===== config.mk =====
export PLATFORM = sky130hd
export DESIGN_NAME = alu_sequencer
export DESIGN_NICKNAME = d
export VERILOG_FILES = /design/src/rtl/alu_pkg.sv /design/src/rtl/alu_regfile.sv /design/src/rtl/alu_sequencer.sv
export SDC_FILE = /design/constraint.sdc
export NUM_CORES = 1
export LEC_CHECK = 0
export CAP_MARGIN = 20
export CORE_MARGIN = 10
export CORE_UTILIZATION = 35
export DETAILED_ROUTE_END_ITERATION = 6
export GPL_TIMING_DRIVEN = 0
export PLACE_DENSITY_LB_ADDON = 0.2
export SYNTH_ARGS = -nofsm -noshare
export SYNTH_HDL_FRONTEND = slang
export SYNTH_HIERARCHICAL = 1
export SYNTH_SLANG_ARGS = --single-unit

===== constraint.sdc =====
create_clock -name clk -period 2.47 [get_ports clk]
set_clock_uncertainty 0.05 [all_clocks]
set_input_delay 0.247 -clock clk [delete_from_list [all_inputs] [get_ports clk]]
set_output_delay 0.247 -clock clk [all_outputs]
set_load 0.01 [all_outputs]

===== src/rtl/alu_pkg.sv =====
// Shared definitions for the ALU execute stage: opcodes, instruction layout,
// sequencer state encoding and datapath width.
package alu_pkg;

  localparam int DATA_W  = 19;
  localparam int NREGS   = 8;
  localparam int REG_AW  = 3;
  localparam int INSTR_W = 19;
  localparam int IMM_W   = 6;

  localparam logic [2:0] OP_ADD = 3'b000;
  localparam logic [2:0] OP_SUB = 3'b001;
  localparam logic [2:0] OP_MUL = 3'b010;
  localparam logic [2:0] OP_DIV = 3'b011;
  localparam logic [2:0] OP_AND = 3'b100;
  localparam logic [2:0] OP_OR  = 3'b101;
  localparam logic [2:0] OP_XOR = 3'b110;
  localparam logic [2:0] OP_NOT = 3'b111;

  // Low bit position of each instruction field.
  localparam int OP_LO   = 16;
  localparam int RD_LO   = 13;
  localparam int RS1_LO  = 10;
  localparam int RS2_LO  = 7;
  localparam int ISEL_B  = 6;
  localparam int IMM_LO  = 0;

  typedef enum logic [1:0] {
    ST_IDLE = 2'd0,
    ST_READ = 2'd1,
    ST_EXEC = 2'd2,
    ST_WB   = 2'd3
  } state_t;

endpackage


===== src/rtl/alu_regfile.sv =====
// Register file: two combinational read ports, a debug read port and one
// synchronous write port; r0 is hardwired to zero.
module alu_regfile
  import alu_pkg::*;
#(
  parameter int DATA_W = alu_pkg::DATA_W,
  parameter int NREGS  = alu_pkg::NREGS
) (
  input  logic              clk,
  input  logic              rst_n,
  input  logic [REG_AW-1:0] raddr1,
  output logic [DATA_W-1:0] rdata1,
  input  logic [REG_AW-1:0] raddr2,
  output logic [DATA_W-1:0] rdata2,
  input  logic [REG_AW-1:0] dbg_addr,
  output logic [DATA_W-1:0] dbg_data,
  input  logic              we,
  input  logic [REG_AW-1:0] waddr,
  input  logic [DATA_W-1:0] wdata
);

  logic [DATA_W-1:0] regs [NREGS];

  always_ff @(posedge clk or negedge rst_n) begin
    if (!rst_n) begin
      for (int i = 0; i < NREGS; i++) regs[i] <= '0;
    end else if (we && (waddr != '0)) begin
      regs[waddr] <= wdata;
    end
  end

  assign rdata1   = (raddr1   == '0) ? '0 : regs[raddr1];
  assign rdata2   = (raddr2   == '0) ? '0 : regs[raddr2];
  assign dbg_data = (dbg_addr == '0) ? '0 : regs[dbg_addr];

endmodule


===== src/rtl/alu_sequencer.sv =====
// Multi-cycle execute controller: fetches operands from the register file,
// drives an external combinational ALU, and writes the result back.
module alu_sequencer
  import alu_pkg::*;
#(
  parameter int DATA_W = alu_pkg::DATA_W,
  parameter int NREGS  = alu_pkg::NREGS
) (
  input  logic               clk,
  input  logic               rst_n,
  input  logic [INSTR_W-1:0] instr,
  input  logic               instr_valid,
  output logic               instr_ready,
  output logic [DATA_W-1:0]  alu_a,
  output logic [DATA_W-1:0]  alu_b,
  output logic [2:0]         alu_op,
  input  logic [DATA_W-1:0]  alu_result,
  input  logic               alu_zero,
  output logic               done,
  output logic [DATA_W-1:0]  wb_data,
  output logic               zero_flag,
  input  logic [REG_AW-1:0]  dbg_addr,
  output logic [DATA_W-1:0]  dbg_data
);

  function automatic logic [DATA_W-1:0] zext_imm(input logic [IMM_W-1:0] imm);
    return {{(DATA_W-IMM_W){1'b0}}, imm};
  endfunction

  state_t              state_q, state_d;
  logic [INSTR_W-1:0]  instr_p0;
  logic [DATA_W-1:0]   res_p1;
  logic                z_p1;

  logic [2:0]          f_op;
  logic [REG_AW-1:0]   f_rd, f_rs1, f_rs2;
  logic                f_isel;
  logic [IMM_W-1:0]    f_imm;
  logic [DATA_W-1:0]   rdata1, rdata2, opnd_b;

  assign f_op   = instr_p0[OP_LO +: 3];
  assign f_rd   = instr_p0[RD_LO +: REG_AW];
  assign f_rs1  = instr_p0[RS1_LO +: REG_AW];
  assign f_rs2  = instr_p0[RS2_LO +: REG_AW];
  assign f_isel = instr_p0[ISEL_B];
  assign f_imm  = instr_p0[IMM_LO +: IMM_W];
  assign opnd_b = f_isel ? zext_imm(f_imm) : rdata2;

  alu_regfile #(
    .DATA_W (DATA_W),
    .NREGS  (NREGS)
  ) u_regfile (
    .clk      (clk),
    .rst_n    (rst_n),
    .raddr1   (f_rs1),
    .rdata1   (rdata1),
    .raddr2   (f_rs2),
    .rdata2   (rdata2),
    .dbg_addr (dbg_addr),
    .dbg_data (dbg_data),
    .we       (state_q == ST_WB),
    .waddr    (f_rd),
    .wdata    (res_p1)
  );

  always_ff @(posedge clk or negedge rst_n) begin
    if (!rst_n) state_q <= ST_IDLE;
    else        state_q <= state_d;
  end

  always_comb begin
    state_d = state_q;
    case (state_q)
      ST_IDLE: if (instr_valid) state_d = ST_READ;
      ST_READ: state_d = ST_EXEC;
      ST_EXEC: state_d = ST_WB;
      ST_WB:   state_d = ST_IDLE;
      default: state_d = ST_IDLE;
    endcase
  end

  always_ff @(posedge clk or negedge rst_n) begin
    if (!rst_n) begin
      instr_p0  <= '0;
      alu_a     <= '0;
      alu_b     <= '0;
      alu_op    <= '0;
      res_p1    <= '0;
      z_p1      <= 1'b0;
      zero_flag <= 1'b0;
    end else begin
      // p0: instruction captured on handshake
      if (state_q == ST_IDLE && instr_valid) instr_p0 <= instr;
      // ALU operand registers; held until the next READ
      if (state_q == ST_READ) begin
        alu_a  <= rdata1;
        alu_b  <= opnd_b;
        alu_op <= f_op;
      end
      // p1: ALU output captured once its inputs have settled
      if (state_q == ST_EXEC) begin
        res_p1 <= alu_result;
        z_p1   <= alu_zero;
      end
      if (state_q == ST_WB) zero_flag <= z_p1;
    end
  end

  assign instr_ready = (state_q == ST_IDLE);
  assign done        = (state_q == ST_WB);
  assign wb_data     = res_p1;

endmodule


# --- Word-level counts from Yosys, hierarchy flattened ---
# Index checks and enable logic that the tools add are counted.
word_totals:
  romBits: 0
  ramBits: 0
  out_inout_bits: 82
  memories: 0
  latch_bits: 0
  ff_bits: 235
  elab_cells: 55
op_classes:
  reduce_logical: 8
  bitwise: 4
  eq_ne: 4
  n_lt_le_gt_ge: 5
  div: 0
  addsub: 0
  mux: 18
  n_mul: 0
  n_shift: 0
op_table:
  columns: ["cell", "count"]
  rows:
  - ["19-bit 2-to-1 mux", 11]
  - ["19-bit binary-select mux with 3-bit select", 3]
  - ["152-bit bitwise mux", 1]
  - ["19-bit demux with 3-bit select", 1]
  - ["4-bit >= comparator, second input constant", 4]
  - ["3-bit inverter with 4-bit output", 4]
  - ["3-bit logical NOT", 3]
  - ["2-bit case mux with 4 select lines", 1]
  - ["2-bit == test, second input constant", 2]
  - ["4-bit by 1-bit < comparator with 1-bit output, second input constant", 1]
  - ["1-bit logical AND", 3]
  - ["3-bit nonzero test", 1]
  - ["2-bit by 1-bit == test with 1-bit output, second input constant", 1]
  - ["2-bit logical NOT", 1]
  - ["2-bit 2-to-1 mux", 1]
  - ["2-bit != test, second input constant", 1]

# --- Logic depth before layout (Yosys ltp) ---
depth:
  word_depth: 6
  depth_mapped: 7
  depth_no_buf: 5

# --- Hierarchy ---
# Netlist, hierarchy kept.
by_module_without_submodules:
  columns: ["module", "area_per_inst_um2", "instances", "cells_per_inst"]
  rows:
  - ["alu_regfile", 8323.0, 1, 658]
  - ["alu_sequencer", 3321.9, 1, 228]

# --- Least setup slack after synthesis ---
# OpenSTA, ideal clock, no wires.
synth_path:
  kind: "reg2reg"
  from: "register state_q[0]"
  to: "register u_regfile/regs[115] (netlist name)"
  arrival_ns: 1.700
  slack_ns: 0.595
  path_stages_with_launch: 6
  t_required_ns: 2.295
  synth_period_minus_slack_ns: 1.875
  setup_time_ns: 0.125
  path_buffers: 1
  path_cell_list: "dfrtp_1 -> ha_1 -> nand2_2 -> nor3_4 -> buf_12 -> mux2_4"
synth_between:
  elab_chain_len: 2
synth_rtl:
  columns: ["item", "line_no", "source"]
  rows:
  - ["start: declaration", "alu_sequencer.sv:30", "state_t state_q, state_d;"]
  - ["start signal: assignment", "alu_sequencer.sv:68", "else state_q <= state_d;"]
  - ["2-bit == test", null, null]
  - ["via done", "alu_sequencer.sv:19", "output logic done,"]
  - ["1-bit logical AND", "alu_regfile.sv:27", "end else if (we && (waddr != '0)) begin"]
  - ["end signal: indexed assignment", "alu_regfile.sv:28", "regs[waddr] <= wdata;"]
  - ["end: declaration", "alu_regfile.sv:22", "logic [DATA_W-1:0] regs [NREGS];"]
# The timed path passes the listed nets, and every way through them passes these cells.
# A chain may end at the register's enable or synchronous reset.

# --- Final worst setup path ---
layout_path:
  from: "register instr_p0[8]"
  to: "register alu_b[13]"
layout_between:
  elab_chain_len: 6
layout_rtl:
  columns: ["item", "line_no", "source"]
  rows:
  - ["start: declaration", "alu_sequencer.sv:31", "logic [INSTR_W-1:0] instr_p0;"]
  - ["start signal: assignment", "alu_sequencer.sv:93", "if (state_q == ST_IDLE && instr_valid) instr_p0 <= instr;"]
  - ["3-bit inverter with 4-bit output (implied by the code)", "alu_regfile.sv:33", "assign rdata2 = (raddr2 == '0) ? '0 : regs[raddr2];"]
  - ["19-bit binary-select mux with 3-bit select", "alu_regfile.sv:33", null]
  - ["19-bit 2-to-1 mux (implied by the code) (2 in a row)", "alu_regfile.sv:33", null]
  - ["19-bit 2-to-1 mux *", "alu_regfile.sv:33", null]
  - ["via rdata2[13]", "alu_sequencer.sv:39", "logic [DATA_W-1:0] rdata1, rdata2, opnd_b;"]
  - ["19-bit 2-to-1 mux *", "alu_sequencer.sv:47", "assign opnd_b = f_isel ? zext_imm(f_imm) : rdata2;"]
  - ["end signal: assignment", "alu_sequencer.sv:97", "alu_b <= opnd_b;"]
  - ["end: declaration", "alu_sequencer.sv:15", "output logic [DATA_W-1:0] alu_b,"]
# Mark *: on every way through the listed nets, which the timed path passes. The rest lies on a longest branch. The select of a mux whose other input is x is not followed.

==> results.md <==
* Critical Path RT at ~2900 ps
* Synth top area share at 46.4%
* Hold Path End: instr_p0[15]$_DFFE_PN0P_
* CP startpoint kind: flop
* Pwr dens at 1450 nW/um^2
* Hold Path Stages at 2
* Cell with the most instances after synthesis: mux2_2
* Port buffer count at 125
* R2r setup slk at around 46 ps
* Period utilization at just under 100%
* Ant. Diodes at 0
* Max incr delay on CP at 640 ps
* Global route overflow at 0
* Number of synthesized flops with an enable pin at 0
* Die height at slightly above 200 um
* Sequential area share after synthesis at approximately 46%
* Clock root cell: clkbuf_16
* Worst-Skew Late Latency at approximately 540 ps
* WP buf/inv at 2
* Status: completed
* Routability congestion estimate at roughly 0.83
* Crit path max fanout at 10
* Synth Register Bits at between 200 and 250
* Remaining antenna violation count at 0
* Vias post-DR at 8,265
* Syn_area_per_cell at around 13 sq um
* GRT Total Usage at roughly 18%
* RSZ-0062 raised after global routing: yes
* DRC Markers at 0
* Hold Startpoint: instr[15]
* Non-Filler Instances at ~1,500
* Clock transition at path regs at 60 ps
* Max Transition Viols Final at 0
* TritonRoute pass-1 iters at 5
* CTS Buf Count at 27
* Crit end category: flop
* Clock H-tree levels at 1
* Hold/Removal Path Class: input pin to flop
* Fill count at 3,075
* HPWL after detailed placement at approximately 25 mm
* Area Growth Syn to Fin at 24.7%
* Placed insts at about 1,500
* Die ar. at ~41,000 sq um
* Mapped Nets at 937
* Worst VDD drop at ~0.00067 V
* Area leader, netlist: dfrtp_1
* Hold slack final at about 270 ps
* Static leakage at ~6.3 nW
* CTS Buffer Depth at 3
* Cell Rows at between 60 and 70
* Post-layout util at approximately 44%
* CP max-delay cell: clkbuf_1
* Layout cell share with drive strength beyond 1 at 39.0%
* Commonest cells in the netlist: 248 x mux2_2, 216 x dfrtp_1, 90 x a221oi_1, 82 x mux2i_1, 40 x mux2_4
* Vias/cell at about 5.5
* Max-cap violations at 0
* R2R depth at 7
* Initial core utilization at between 30% and 40%
* YS warnings at 6
* CP arrival at 2810 ps
* Post-layout min period at 2420 ps
* Main synth FF type: dfrtp_1
* Pin count of the biggest net entering global routing at about 120
* First-pass GRT wire length at between 50 and 60 mm
* R2R Path End: alu_b[13]$_DFFE_PN0N_
* Die W at between 200 and 250 um
* # setup viols final at 0
* WL per Instance at around 25 um
* Slew HR at 36.9%
* Clock sinks at between 200 and 250
* CTS tree: done
* Ranking of synthesized cells by area: dfrtp_1 46%, mux2_2 24%, mux2i_1 7.0%
* Worst path top cell family by delay: buffers and inverters
* Max Freq at around 410 MHz
* Hold Vio Cnt, Final at 0
* I/O pin count at 127
* Cells after Synth at between 800 and 900
* Yosys cell types at 31
* Post-Syn Area at ~12,000 sq um
* Critical R2R Launch: instr_p0[8]$_DFFE_PN0P_
* # nets final at around 1,100
* Setup TNS at 0 ps
* DR iter-0 viols at between 600 and 700
* WL final at approximately 38 mm
* Post-synth ARST share at 100%
* Worst Path Class, Setup: flop to flop
* Cells along the critical path: nand2b_1, clkbuf_1, buf_2, o22ai_1, nor2_1, nand3b_1, o21ai_0
* Vias in the first global route at around 8,500
* Worst-margin pin slew at around 950 ps
* Initial antenna violation count at 1
* Core footprint at around 33,000 sq um
-- metrics by stage --
stage                     total power [mW]  setup WS (ps)  cell area (sq um)
final                                 21.0           46.1              14500
after detailed placement              17.0           -887              13500
after global placement                16.9          -8610              13400
after global routing                  22.2          -4.52              14500
after CTS                             21.1           1.11              14500
after floorplan                       13.1            595              11600
-- final cells by class --
class | count | area [sq um] | area share, %
Tap cell | 442 | 553 | 3.81
Clock inverter | 5 | 53.8 | 0.371
Clock buffer | 43 | 846 | 5.83
Timing Repair Buffer | 130 | 1310 | 9.01
Multi-Input combinational cell | 577 | 5840 | 40.2
Buffer | 73 | 445 | 3.07
Sequential cell | 216 | 5410 | 37.2
Inverter | 18 | 67.6 | 0.465
-- report_power, final --
part / switching (mW) / total (mW) / internal [mW]
Combinational: 4.71 / 9.98 / 5.27
Clock: 1.54 / 3.96 / 2.43
Sequential: 1.80 / 7.03 / 5.23
Total: 8.05 / 21.0 / 12.9
-- registers in the layout, indices dropped and copies added (netlist names) --
register and flops:
alu_op 3, instr_p0 19, wb_data 19, zero_flag 1
alu_a 19, u_regfile/regs 133, z_p1 1, alu_b 19
state_q 2
-- what timing repair did --
item,in CTS,in global routing
setup buffers,0,3
gates resized for setup,39,11
hold endpoints to repair,101,0
hold buffers,1,0
endpoints found under the setup margin,39,9
-- placed cells by master (no fill, tap or decap), types with 2 or more instances in the layout --
master           instances
mux2_1                   3
dfrtp_1                216
mux2_4                  40
nand4b_1                 3
clkbuf_1                18
nand2_1                  3
buf_12                   2
a22o_1                   2
nor2_1                  26
nand2_2                  2
and4bb_1                 2
nand2b_1                 2
clkinv_2                 3
clkdlybuf4s50_1        111
a21oi_1                  9
mux2_2                 248
a31oi_1                  3
clkbuf_16               27
a221oi_2                11
buf_2                   31
clkbuf_8                12
mux2i_1                 82
dlygate4sd2_1           11
dlymetal6s2s_1           2
clkbuf_2                 6
a221oi_1                79
nand3b_1                13
o21ai_0                 13
ha_1                     6
o22ai_1                 19
buf_6                    3
nor2b_1                  4
buf_4                   17
inv_1                   18
clkbuf_4                 2
-- routing by layer --
metal / vias to the layer above / track usage (%) / routed length, um / part of all wire (%)
met5: - / 0 / 0 / 0
met4: 0 / 5.09 / 846 / 2.2
met3: 64 / 3.37 / 2290 / 6.1
met2: 276 / 28.0 / 17300 / 46
met1: 4218 / 24.7 / 17300 / 46
li1: 3707 / - / - / -
-- worst max path at each step --
stage                                    from  cells past startpoint                         endpoint  slack (ps)
2_1_floorplan          state_q[0]$_DFFE_PN0P_                      5  u_regfile/regs[115]$_DFFE_PN0P_         600
3_3_place_gp                            rst_n                      1           state_q[0]$_DFFE_PN0P_       -8610
3_5_place_dp                      dbg_addr[1]                      6                     dbg_data[17]        -890
4_1_cts        u_regfile/regs[95]$_DFFE_PN0P_                      4                      dbg_data[0]           1
5_1_grt                           dbg_addr[2]                      6                     dbg_data[18]          -5
6_report              instr_p0[8]$_DFFE_PN0P_                      7            alu_b[13]$_DFFE_PN0N_          50
-- cell families (layout without fill, tap and decap cells) --
logic type,Yosys count,in the layout,share of synthesized area [%]
adder cells (fa/ha/maj),6,6,0.645
AND/OR/NAND/NOR,61,61,3.20
buffers and inverters,93,269,4.17
AO/OA/AOI/OAI,137,137,9.09
multiplexers,373,373,36.5
flip-flops,216,216,46.4
Note: power is estimated with default switching activity, not from simulation.
